$ cat config.mk
export PLATFORM = sky130hd
export DESIGN_NAME = shape_cmd_sequencer_flat
export DESIGN_NICKNAME = d
export VERILOG_FILES = /design/src/rtl/shape_pkg.sv /design/src/rtl/shape_cmd_sequencer_if.sv /design/src/rtl/shape_cmd_fifo.sv /design/src/rtl/shape_cmd_sequencer.sv /design/src/flat_wrapper.sv
export SDC_FILE = /design/constraint.sdc
export NUM_CORES = 1
export LEC_CHECK = 0
export CAP_MARGIN = 25
export CORE_MARGIN = 2
export CORE_UTILIZATION = 45
export DETAILED_ROUTE_END_ITERATION = 10
export GPL_TIMING_DRIVEN = 0
export PLACE_DENSITY = 0.88
export RECOVER_POWER = 25
export SYNTH_ARGS = -nofsm -noshare
export SYNTH_HDL_FRONTEND = slang
export SYNTH_SLANG_ARGS = --single-unit
$ cat constraint.sdc
create_clock -name clk -period 2.7 [get_ports clk]
set_input_delay 0.405 -clock clk [delete_from_list [all_inputs] [get_ports clk]]
set_output_delay 0.405 -clock clk [all_outputs]
set_load 0.03 [all_outputs]
$ cat src/rtl/shape_pkg.sv
// Shared types for the shape_processor command path: CTRL SFR layout,
// response status codes and sequencer FSM states.
package shape_pkg;

  typedef struct packed {
    logic [13:0] reserved1;
    logic [1:0]  shape;
    logic [10:0] reserved0;
    logic [4:0]  operation;
  } ctrl_sfr_reg;

  typedef enum logic [1:0] {
    RSP_OK       = 2'd0,
    RSP_ERROR    = 2'd1,
    RSP_MISMATCH = 2'd2
  } rsp_status_e;

  typedef enum logic [1:0] {
    ST_IDLE = 2'd0,
    ST_WR   = 2'd1,
    ST_RD   = 2'd2,
    ST_RSP  = 2'd3
  } seq_state_e;

  localparam int CMD_W = 7;

  function automatic ctrl_sfr_reg fmt_ctrl(input logic [1:0] shape, input logic [4:0] operation);
    ctrl_sfr_reg w;
    w           = '0;
    w.shape     = shape;
    w.operation = operation;
    return w;
  endfunction

endpackage

$ cat src/rtl/shape_cmd_sequencer_if.sv
// Command, response and SFR signals of shape_cmd_sequencer.
// Handshakes: a transfer happens on the rising clk edge where valid && ready;
// the sender holds valid and its payload stable until that edge.
interface shape_cmd_sequencer_if #(
  parameter int LEVEL_W = 3
) ();
  import shape_pkg::*;

  logic               cmd_valid;
  logic               cmd_ready;
  logic [1:0]         cmd_shape;
  logic [4:0]         cmd_operation;
  logic               rsp_valid;
  logic               rsp_ready;
  logic [1:0]         rsp_status;
  logic [31:0]        rsp_ctrl;
  logic               write;
  logic [31:0]        write_data;
  logic               read;
  logic [31:0]        read_data;
  logic               error;
  logic               busy;
  logic [LEVEL_W-1:0] fifo_level;
  seq_state_e         state_dbg;

  modport slave (
    input  cmd_valid, cmd_shape, cmd_operation, rsp_ready, read_data, error,
    output cmd_ready, rsp_valid, rsp_status, rsp_ctrl, write, write_data, read,
           busy, fifo_level, state_dbg
  );

  modport master (
    output cmd_valid, cmd_shape, cmd_operation, rsp_ready, read_data, error,
    input  cmd_ready, rsp_valid, rsp_status, rsp_ctrl, write, write_data, read,
           busy, fifo_level, state_dbg
  );

endinterface

$ cat src/rtl/shape_cmd_fifo.sv
// Registered synchronous FIFO with occupancy output; no write-to-read bypass.
// Pointers carry one extra wrap bit so full and empty are distinguishable.
module shape_cmd_fifo #(
  parameter int DEPTH   = 4,
  parameter int WIDTH   = 7,
  parameter int LEVEL_W = $clog2(DEPTH) + 1
) (
  input  logic               clk,
  input  logic               rst,
  input  logic               push,
  input  logic [WIDTH-1:0]   push_data,
  input  logic               pop,
  output logic [WIDTH-1:0]   pop_data,
  output logic               full,
  output logic               empty,
  output logic [LEVEL_W-1:0] level
);

  localparam int AW = $clog2(DEPTH);

  logic [WIDTH-1:0]   mem [DEPTH];
  logic [LEVEL_W-1:0] wr_ptr;
  logic [LEVEL_W-1:0] rd_ptr;
  logic               do_push;
  logic               do_pop;

  assign level    = wr_ptr - rd_ptr;
  assign full     = (level == LEVEL_W'(DEPTH));
  assign empty    = (level == '0);
  assign do_push  = push && !full;
  assign do_pop   = pop && !empty;
  assign pop_data = mem[rd_ptr[AW-1:0]];

  always_ff @(posedge clk or posedge rst) begin
    if (rst) begin
      wr_ptr <= '0;
      rd_ptr <= '0;
    end else begin
      if (do_push) wr_ptr <= wr_ptr + 1'b1;
      if (do_pop)  rd_ptr <= rd_ptr + 1'b1;
    end
  end

  always_ff @(posedge clk) begin
    if (do_push) mem[wr_ptr[AW-1:0]] <= push_data;
  end

endmodule

$ cat src/rtl/shape_cmd_sequencer.sv
// Buffers (SHAPE, OPERATION) commands, writes each as a CTRL word to
// shape_processor, reads it back and reports OK / ERROR / MISMATCH.
module shape_cmd_sequencer
  import shape_pkg::*;
#(
  parameter int FIFO_DEPTH = 4,
  parameter int LEVEL_W    = $clog2(FIFO_DEPTH) + 1
) (
  input  logic                   clk,
  input  logic                   rst,
  shape_cmd_sequencer_if.slave   bus
);

  seq_state_e         state_q;
  seq_state_e         state_d;
  ctrl_sfr_reg        cmd_q;
  logic [1:0]         rsp_status_q;
  logic [31:0]        rsp_ctrl_q;
  logic [1:0]         status_d;
  ctrl_sfr_reg        rd_word;
  logic               fifo_pop;
  logic               fifo_full;
  logic               fifo_empty;
  logic [CMD_W-1:0]   fifo_dout;
  logic [LEVEL_W-1:0] fifo_level;

  shape_cmd_fifo #(
    .DEPTH   (FIFO_DEPTH),
    .WIDTH   (CMD_W),
    .LEVEL_W (LEVEL_W)
  ) u_fifo (
    .clk       (clk),
    .rst       (rst),
    .push      (bus.cmd_valid),
    .push_data ({bus.cmd_shape, bus.cmd_operation}),
    .pop       (fifo_pop),
    .pop_data  (fifo_dout),
    .full      (fifo_full),
    .empty     (fifo_empty),
    .level     (fifo_level)
  );

  always_comb begin
    state_d  = state_q;
    fifo_pop = 1'b0;
    case (state_q)
      ST_IDLE: begin
        if (!fifo_empty) begin
          fifo_pop = 1'b1;
          state_d  = ST_WR;
        end
      end
      ST_WR:  state_d = ST_RD;
      ST_RD:  state_d = ST_RSP;
      ST_RSP: begin
        // Pop straight into WR on the handshake so queued commands run back-to-back.
        if (bus.rsp_ready) begin
          if (!fifo_empty) begin
            fifo_pop = 1'b1;
            state_d  = ST_WR;
          end else begin
            state_d  = ST_IDLE;
          end
        end
      end
      default: state_d = ST_IDLE;
    endcase
  end

  // Only the SHAPE and OPERATION fields of the readback take part in the compare.
  always_comb begin
    rd_word = ctrl_sfr_reg'(bus.read_data);
    if (bus.error) begin
      status_d = RSP_ERROR;
    end else if ((rd_word.shape != cmd_q.shape) || (rd_word.operation != cmd_q.operation)) begin
      status_d = RSP_MISMATCH;
    end else begin
      status_d = RSP_OK;
    end
  end

  always_ff @(posedge clk or posedge rst) begin
    if (rst) begin
      state_q      <= ST_IDLE;
      cmd_q        <= '0;
      rsp_status_q <= RSP_OK;
      rsp_ctrl_q   <= '0;
    end else begin
      state_q <= state_d;
      if (fifo_pop) cmd_q <= fmt_ctrl(fifo_dout[6:5], fifo_dout[4:0]);
      if (state_q == ST_RD) begin
        rsp_status_q <= status_d;
        rsp_ctrl_q   <= bus.read_data;
      end
    end
  end

  assign bus.cmd_ready  = !fifo_full;
  assign bus.fifo_level = fifo_level;
  assign bus.write      = (state_q == ST_WR);
  assign bus.write_data = cmd_q;
  assign bus.read       = (state_q == ST_RD);
  assign bus.rsp_valid  = (state_q == ST_RSP);
  assign bus.rsp_status = rsp_status_q;
  assign bus.rsp_ctrl   = rsp_ctrl_q;
  assign bus.busy       = (state_q != ST_IDLE);
  assign bus.state_dbg  = state_q;

endmodule

$ cat src/flat_wrapper.sv
// flat-port wrapper written by rule: the top's interface ports become plain ports
module shape_cmd_sequencer_flat import shape_pkg::*;
#(
  parameter int FIFO_DEPTH = 4,
  parameter int LEVEL_W    = $clog2(FIFO_DEPTH) + 1
)
  (clk, rst, bus_cmd_valid, bus_cmd_shape, bus_cmd_operation, bus_rsp_ready, bus_read_data, bus_error, bus_cmd_ready, bus_rsp_valid, bus_rsp_status, bus_rsp_ctrl, bus_write, bus_write_data, bus_read, bus_busy, bus_fifo_level, bus_state_dbg);
  shape_cmd_sequencer_if #(.LEVEL_W(LEVEL_W)) bus_i ();
  input  logic clk;
  input  logic rst;
  input wire logic [$bits(bus_i.cmd_valid)-1:0] bus_cmd_valid;
  input wire logic [$bits(bus_i.cmd_shape)-1:0] bus_cmd_shape;
  input wire logic [$bits(bus_i.cmd_operation)-1:0] bus_cmd_operation;
  input wire logic [$bits(bus_i.rsp_ready)-1:0] bus_rsp_ready;
  input wire logic [$bits(bus_i.read_data)-1:0] bus_read_data;
  input wire logic [$bits(bus_i.error)-1:0] bus_error;
  output wire logic [$bits(bus_i.cmd_ready)-1:0] bus_cmd_ready;
  output wire logic [$bits(bus_i.rsp_valid)-1:0] bus_rsp_valid;
  output wire logic [$bits(bus_i.rsp_status)-1:0] bus_rsp_status;
  output wire logic [$bits(bus_i.rsp_ctrl)-1:0] bus_rsp_ctrl;
  output wire logic [$bits(bus_i.write)-1:0] bus_write;
  output wire logic [$bits(bus_i.write_data)-1:0] bus_write_data;
  output wire logic [$bits(bus_i.read)-1:0] bus_read;
  output wire logic [$bits(bus_i.busy)-1:0] bus_busy;
  output wire logic [$bits(bus_i.fifo_level)-1:0] bus_fifo_level;
  output wire logic [$bits(bus_i.state_dbg)-1:0] bus_state_dbg;
  assign bus_i.cmd_valid = bus_cmd_valid;
  assign bus_i.cmd_shape = bus_cmd_shape;
  assign bus_i.cmd_operation = bus_cmd_operation;
  assign bus_i.rsp_ready = bus_rsp_ready;
  assign bus_i.read_data = bus_read_data;
  assign bus_i.error = bus_error;
  assign bus_cmd_ready = bus_i.cmd_ready;
  assign bus_rsp_valid = bus_i.rsp_valid;
  assign bus_rsp_status = bus_i.rsp_status;
  assign bus_rsp_ctrl = bus_i.rsp_ctrl;
  assign bus_write = bus_i.write;
  assign bus_write_data = bus_i.write_data;
  assign bus_read = bus_i.read;
  assign bus_busy = bus_i.busy;
  assign bus_fifo_level = bus_i.fifo_level;
  assign bus_state_dbg = bus_i.state_dbg;
  shape_cmd_sequencer #(.FIFO_DEPTH(FIFO_DEPTH), .LEVEL_W(LEVEL_W)) u_core (.clk(clk), .rst(rst), .bus(bus_i));
endmodule
# == Yosys cells after proc, flatten, opt, wreduce, memory -nomap -nowiden ==
# Memory sizes are Yosys's and may differ from the RTL's. A register that Yosys moved wholly into a read port is not among the register bits.
# Cells that the tools add are included.
# totals
in_bits,44
reg_bits,42
output_inout_bits,76
ram_bits,28
mem_count,1
word_cells,37
# op_classes
muxes,11
n_reduce_logical,9
eq_ne,8
addsub,3
# mem_list
memory,depth,word_bits,read_ports,rd_clocked_by_memory_dff,write_ports,line_no,rtl
u_core.u_fifo.mem,4,7,1,1,1,shape_cmd_fifo.sv:21,logic [WIDTH-1:0] mem [DEPTH];
# ops
op,n
$mux W2,4
$pmux W2 S4,1
$add A3 B1 Y3 const B,2
$mux W1,5
$ne A5 B5 Y1,1
$eq A2 B2 Y1 const B,2
$ne A2 B2 Y1 const B,2
$eq A3 B3 Y1 const B,1
$logic_not A3 Y1,1
$sub A3 B3 Y3,1
$eq A2 B1 Y1 const B,1
$logic_and A1 B1 Y1,2
$logic_not A1 Y1,2
$logic_not A2 Y1,1
$ne A2 B2 Y1,1
$pmux W1 S2,1
$reduce_and A2 Y1,1
$reduce_bool A2 Y1,1
$logic_or A1 B1 Y1,1

# == Depth between registers and ports, before layout ==
# Gate-level depths: netlist (run 1).
# depth
word_depth,6
mapped_depth,8

# == Modules after synthesis ==
# A second synthesis (run 1) with hierarchy kept.
# unflattened
hier_cells,227
area_unflattened_um2,3468.3
# modules_own_cells
module,area_per_inst_um2,cells_each,n_inst
shape_cmd_sequencer,1985.7,146,1
shape_cmd_fifo,1482.7,81,1

# == Worst setup path before layout (run 1) ==
# No wires, ideal clock.
# synth_timing
path_kind,reg-to-reg
start,register u_core.u_fifo.wr_ptr[0]
end,register u_core.u_fifo.wr_ptr[2]
stages_incl_launch_ff,9
arrival_ns,2.548
slack_ns,0.014
n_path_buf,1
setup_ns,0.138
path_cell_list,dfrtp_1 > inv_1 > ha_1 > fa_1 > inv_1 > or3_1 > clkbuf_1 > and3_1 > xor2_1
# synth_via
elab_chain_cells,4
# synth_lines
item,line_no,rtl
"start, declared",shape_cmd_fifo.sv:22,logic [LEVEL_W-1:0] wr_ptr;
"start signal, assigned",shape_cmd_fifo.sv:39,if (do_push) wr_ptr <= wr_ptr + 1'b1;
$sub A3 B3 Y3,shape_cmd_fifo.sv:27,assign level = wr_ptr - rd_ptr;
named net bus_fifo_level[1],flat_wrapper.sv:25,output wire logic [$bits(bus_i.fifo_level)-1:0] bus_fifo_level;
$eq A3 B3 Y1,shape_cmd_fifo.sv:28,assign full = (level == LEVEL_W'(DEPTH));
$logic_not A1 Y1,-,
named net bus_cmd_ready,flat_wrapper.sv:17,output wire logic [$bits(bus_i.cmd_ready)-1:0] bus_cmd_ready;
$logic_and A1 B1 Y1,shape_cmd_fifo.sv:30,assign do_push = push && !full;
# The timed path passes the listed nets, and every way through them passes these cells.
# A chain may end at the register's enable or synchronous reset.

# == Final worst setup path (run 1) ==
# layout_timing
start,register u_core.u_fifo.wr_ptr[0]
end,output port bus_cmd_ready
# layout_via
elab_chain_cells,3
# layout_lines
item,line_no,rtl
$sub A3 B3 Y3,shape_cmd_fifo.sv:27,
$eq A3 B3 Y1,shape_cmd_fifo.sv:28,
$logic_not A1 Y1,shape_cmd_sequencer.sv:98,assign bus.cmd_ready = !fifo_full;
"end, declared",flat_wrapper.sv:17,
# Every way passes these cells.

==> out/qor.txt, run 1 <==
Outcome = finished, final reports clean
Synth Area in Simple Gates = 1.78%
RSZ-0062 raised after global routing = no
Mapped cell area = 3380 sq um
WP data arrival = 2.19 ns
Maximum buffer depth of the clock tree = 2
Die area = 8220 sq um
DIE HEIGHT = 90.7 microns
Netlist cell types = 26
Multiplexer share of the synthesized area = 19.3%
Drt first pass iters = 4
Pre-CTS worst setup slack = -0.223 ns
Synth Area in Compound Gates = 2.03%
Final worst setup slack = 0.109 ns
Main combinational cell family by area after synthesis = multiplexers
Hold WS = 0.484 ns
Area share of fa/ha/maj cells after synthesis = 4.66%
Final setup vio count = 0
Post-route ant nets = 0
Total Wirelength = 6600 microns
Worst-margin pin slew = 0.847 ns
Yosys warning count = 0
Num CTS Buffers = 9
Critical path endpoint category = output pin
N_diodes = 0
CP peak stage delay = 0.39 ns
Power Total = 6450 uW
Cell taking the most area after synthesis = dfrtp_1
HP Class = flip-flop to flip-flop
Vias in the first global route = 2,140
CTS root buffer = clkbuf_8
Clock Skews = 0.00923 ns
Slowest CP cell = or3_4
Post-route insts no fill = 447
Util after Layout = 65.7%
Synth-to-Final Area Change = 40.8%
Final Hold Fails = 0
GP Congestion = 0.790
Filler instances = 549
Commonest non-fill, non-tap cell in the layout = clkdlybuf4s50_1
Via count = 2,059
Initial core utilization = 46.6%
Gr ovfl total = 0
# rows = 31
Register area share after synthesis = 61.1%
Peak VDD IR = 0.586 mV
Crit path kind = flip-flop to output pin
Slew Limit Fails = 0
Clock Latency Late Sink = 0.35 ns
H-tree Lvls = 3
CTS Sinks = 77
First-pass GRT wire length = 10,900 microns
PortBufs = 94
Yosys reg bits = 77
Dpl cells = 430
HPWL Detailed = 5010 microns
Post-layout net count = 399
Mapped Cells = 212
Min Tclk post-route = 2.59 ns
Fin crit share = 96.0%
CTS tree = done
Largest net degree at the start of global routing = 35
Avg Inst Size Synth = 16.0 sq um
Initial DRC count = 27
DR vias/cell = 4.61
Max-Cap Viols = 0
Achievable Freq = 386 MHz
Clock transition at the registers of the reported paths = 0.08 ns
DR DRC count = 0
Slew Limit Headroom = 43.5%
Share of layout cells above drive strength 1 = 28.4%
Worst setup SP type = flip-flop
Synth area leaders = dfrtp_1 36%, edfxtp_1 25%, mux2_2 15%
Crit-path max FO = 6
Global Route Usage Sum = 17.2%
CTS Hold Bufs = 0
Worst Path Required = 2.30 ns
Post-synth top area share = 36.3%
Die width = 90.7 microns
Commonest non-fill, non-tap cells in the layout = 83 x clkdlybuf4s50_1, 49 x dfrtp_1, 44 x mux2_2
XOR/XNOR share of the synthesized area = 3.55%
LEAKAGE = 0.00200 uW
Crit path cell chain = inv_1 -> ha_1 -> fa_2 -> xnor3_2 -> or3_4 -> buf_6
P per Cell Area = 1350 nW/um^2
Initial antenna violation count = 0
Core area = 7250 sq um
Avg WL per Cell = 14.8 microns
I/O Pins = 120
-- worst paths after layout --
check | start | end | slack (ns) | depth (start not counted)
worst max-delay path | u_core.u_fifo.wr_ptr[0] | bus_cmd_ready | 0.11 | 6
worst min-delay path | u_core.u_fifo.rd_ptr[2] | u_core.u_fifo.rd_ptr[2] | 0.48 | 1
worst max register to register | u_core.u_fifo.wr_ptr[0] | u_core.bus.write_data[1] | 0.24 | 6
worst min register to register | u_core.u_fifo.rd_ptr[2] | u_core.u_fifo.rd_ptr[2] | 0.48 | 1
max in group asynchronous | rst | u_core.bus.write_data[1] | 0.91 | 3
min in group asynchronous | rst | u_core.bus.rsp_ctrl[31] | 0.56 | 2
-- layer usage --
| metal | GRT usage, % | vias to the layer above | wire length [microns] | part of all wire (%) |
|---|---|---|---|---|
| li1 | - | 976 | - | - |
| met2 | 30.0 | 82 | 3370 | 51 |
| met3 | 6.93 | 9 | 518 | 7.8 |
| met4 | 5.38 | 0 | 105 | 1.6 |
| met5 | 0 | - | 0 | 0 |
| met1 | 19.3 | 992 | 2610 | 40 |
-- cell usage after synthesis (all sizes together) --
cell type	count
edfxtp	28
nand4	1
clkbuf	3
nor4	1
xor2	6
nand2	2
dfrtp	49
buf	29
o21ai	1
a221o	1
a41oi	1
and4	1
mux2	44
inv	10
conb	1
xnor2	5
ha	11
or3	1
a311oi	1
a21oi	2
and3	4
a22oi	1
fa	1
xnor3	1
mux4	7
-- timing repair --
item / CTS / global route
pin swaps: 0 / 2
resized for setup: 9 / 3
buffers inserted: 1 / 1
setup endpoints to repair: 3 / 2
-- worst max-delay path, delay by kind of cell (launching register included) --
kind                       cells  cell delay (ns)
adders and majority gates      2             0.57
and+or+nand+nor                1             0.39
DFF                            1             0.35
xor gates and xnor gates       1             0.29
buffers and inverters          2             0.23
-- cell families (layout without fill, tap and decap cells) --
kind of cell | after synthesis | count (layout)
compound gates | 7 | 7
xor+xnor | 12 | 12
fa+ha+maj | 12 | 12
buf+inv | 42 | 154
flops | 77 | 77
mux | 51 | 51
other cells | 1 | 25
simple gates | 10 | 10
-- metrics by stage --
stage | instance area [sq um] | TNS [ns]
floorplan | 3470 | 0
global placement | 4540 | -0.186
global route | 4760 | 0
CTS | 4760 | -0.0521
finish | 4760 | 0
detailed placement | 4560 | -0.223
-- cell type report --
type,count,area (sq um),area share (%)
sequential,77,2070,43.4
clock buffer,10,138,2.89
timing repair buffer,97,963,20.2
buffer,31,210,4.41
inverter,10,37.5,0.788
multi-input combinational,117,1160,24.4
tap,99,124,2.60
clock inverter,6,61.3,1.29
-- state kept, by name, indices dropped and copies added (netlist names) --
register,cells
u_core.u_fifo.wr_ptr,3
u_core.bus.rsp_status,2
u_core.u_fifo.rd_ptr,3
u_core.bus.state_dbg,2
u_core.u_fifo.mem,28
u_core.bus.rsp_ctrl,32
u_core.bus.write_data,7
-- where the power goes --
| group | leakage [uW] | internal [uW] | switching (uW) |
|---|---|---|---|
| Combinational | 0.00107 | 1680 | 1910 |
| Clock | 0.0000940 | 449 | 415 |
| Sequential | 0.000829 | 1730 | 271 |
| Total | 0.00200 | 3850 | 2590 |
No activity file was read; power rests on OpenSTA's default activity.
==> run 2, diff against run 1 <==
Settings changed: SLEW_MARGIN set to 20.
==> run 2 against run 1 <==
Final cell count unchanged. Combinational power barely moved. Largest cell class unchanged. Fmax fell by 0.85%. Critical path type unchanged. Flip-flop and latch count stayed put. Global-route usage shrank 0.50 points. Register-to-register slack about the same. Clock skew about the same. Highest routed layer unchanged. Via count decreased by 0.53%.
==> out/qor.txt, run 2 (synthesis results as in run 1) <==
Initial core utilization = 46.6% (unchanged)
Crit-path max FO = 6 (unchanged)
CTS Hold Bufs = 0 (unchanged)
Largest net degree at the start of global routing = 31 (-11%)
P per Cell Area = 1340 nW/um^2 (-0.75%)
First-pass GRT wire length = 10,600 microns (-2.5%)
Num CTS Buffers = 9 (unchanged)
LEAKAGE = 0.00200 uW (+0.16%)
CTS Sinks = 77 (unchanged)
Dpl cells = 430 (unchanged)
Peak VDD IR = 0.593 mV (+1.2%)
Via count = 2,048 (-0.53%)
Switching Fraction = 40.4% (+0.12 points)
Commonest non-fill, non-tap cell in the layout = clkdlybuf4s50_1
Initial DRC count = 49 (+81%)
Worst Path Required = 2.30 ns (about the same)
Fin Setup TNS = 0 ns (unchanged)
Max-Cap Viols = 0 (unchanged)
Metal3 WL = 446 microns (-14%)
Area of the multi-input gates = 1160 sq um (unchanged)
Top layer in use = met4
Global Route Usage Sum = 16.7% (-0.50 points)
Slew Limit Headroom = 18.8% (-25 points)
Clock transition at the registers of the reported paths = 0.08 ns (about the same)
Final Hold Fails = 0 (unchanged)
HP Class = flip-flop to flip-flop
Initial antenna violation count = 0 (unchanged)
Min Tclk post-route = 2.61 ns (+0.0221 ns)
I/O Pins = 120 (unchanged)
Pre-CTS worst setup slack = -0.222 ns (+0.000269 ns)
Largest register FFs = 32 (unchanged)
WP data arrival = 2.21 ns (+0.02 ns)
DR DRC count = 0 (unchanged)
Post-route ant nets = 0 (unchanged)
HPWL Detailed = 4960 microns (-1.1%)
DIE HEIGHT = 90.7 microns (unchanged)
Crit path kind = flip-flop to output pin
H-tree Lvls = 3 (unchanged)
PortBufs = 94 (unchanged)
Commonest non-fill, non-tap cells in the layout = 83 x clkdlybuf4s50_1, 49 x dfrtp_1, 44 x mux2_2
RSZ-0062 raised after global routing = yes
Clock Skews = 0.00915 ns (-0.0000821 ns)
Combinational share of power = 55.8% (+0.2 points)
Critical path endpoint category = output pin
# rows = 31 (unchanged)
P_sw = 2590 uW (-0.24%)
Hold WS = 0.485 ns (+0.000917 ns)
N_diodes = 0 (unchanged)
DR vias/cell = 4.58 (-0.53%)
Core area = 7250 sq um (unchanged)
GP Congestion = 0.790 (unchanged)
Vias in the first global route = 2,124 (-0.75%)
Drt first pass iters = 4 (unchanged)
Final setup vio count = 0 (unchanged)
Worst-margin pin slew = 1.22 ns (+0.369 ns)
CTS root buffer = clkbuf_8
Wire length on met2 = 3310 microns (-1.6%)
Share of layout cells above drive strength 1 = 28.4% (unchanged)
Power Total = 6410 uW (-0.54%)
Clock share of power = 13.0% (-0.4 points)
Die area = 8220 sq um (unchanged)
Fin crit share = 96.8% (+0.82 points)
Synth-to-Final Area Change = 41.1%
Achievable Freq = 383 MHz (-0.85%)
Post-route insts no fill = 447 (unchanged)
Outcome = finished, final reports clean
Die width = 90.7 microns (unchanged)
Maximum buffer depth of the clock tree = 2 (unchanged)
Seq pwr share = 31.2% (+0.2 points)
Int Pwr = 3820 uW (-0.75%)
Total Wirelength = 6510 microns (-1.5%)
CTS tree = done
Avg WL per Cell = 14.6 microns (-1.5%)
Filler instances = 538 (-2.0%)
Slew Limit Fails = 0 (unchanged)
DRT met1 WL = 2660 microns (+1.7%)
Register area = 2070 sq um (unchanged)
Worst setup SP type = flip-flop
Post-layout net count = 399 (unchanged)
Gr ovfl total = 0 (unchanged)
Final worst setup slack = 0.0872 ns (-0.0221 ns)
Clock Latency Late Sink = 0.34 ns (about the same)
-- run 2: path summary, 6_finish.rpt --
check / from / end / slack (ns) / depth (start not counted)
min reg2reg: u_core.u_fifo.rd_ptr[2] / u_core.u_fifo.rd_ptr[2] / 0.48 / 1
max reg2reg: u_core.u_fifo.wr_ptr[0] / u_core.bus.write_data[1] / 0.24 / 6
max in group asynchronous: rst / u_core.bus.write_data[1] / 1.12 / 2
min in group asynchronous: rst / u_core.bus.write_data[16] / 0.85 / 2
max: u_core.u_fifo.wr_ptr[0] / bus_cmd_ready / 0.09 / 6
min: u_core.u_fifo.rd_ptr[2] / u_core.u_fifo.rd_ptr[2] / 0.48 / 1
-- run 2: per-layer routing --
| metal | GRT usage (%) | up-vias |
|---|---|---|
| met1 | 19.1 | 989 |
| met3 | 5.59 | 8 |
| met5 | 0 | - |
| met2 | 29.8 | 79 |
| li1 | - | 972 |
| met4 | 4.87 | 0 |
-- run 2: cell type report --
type                            count  area share [%]
Sequential cell                    77            43.3
Multi-Input combinational cell    117            24.3
Timing Repair Buffer               97            20.6
Buffer                             31            4.40
Clock buffer                       10            2.67
Tap cell                           99            2.60
Clock inverter                      6            1.31
Inverter                           10           0.787
-- run 2: power by group through the flow --
| stage | registers, uW | logic [uW] | clock network [uW] |
|---|---|---|---|
| CTS | 2010 | 3590 | 861 |
| global placement | 2000 | 3510 | 0 |
| floorplan | 2650 | 1680 | 0 |
| finish | 2000 | 3580 | 835 |
| detailed placement | 2040 | 3570 | 0 |
| global route | 2060 | 3840 | 910 |
-- run 2: timing repair --
item / CTS / global route
setup buffers: 1 / 1
pin swaps: 0 / 1
gates resized for setup: 9 / 2
setup endpoints to repair: 3 / 2
-- run 2: worst max-delay path: stages (launching register included) --
cell and delay, ns:
dfrtp_1 0.35, inv_1 0.07, ha_1 0.22, fa_2 0.56
inv_1 0.06, or3_4 0.42, buf_4 0.18
-- run 2: per-stage QoR --
stage | cell area [sq um] | utilization, %
2_1_floorplan | 3470 | -
3_3_place_gp | 4540 | 62.5
3_5_place_dp | 4560 | 62.9
4_1_cts | 4760 | 65.7
5_1_grt | 4770 | 65.8
6_report | 4770 | 65.8
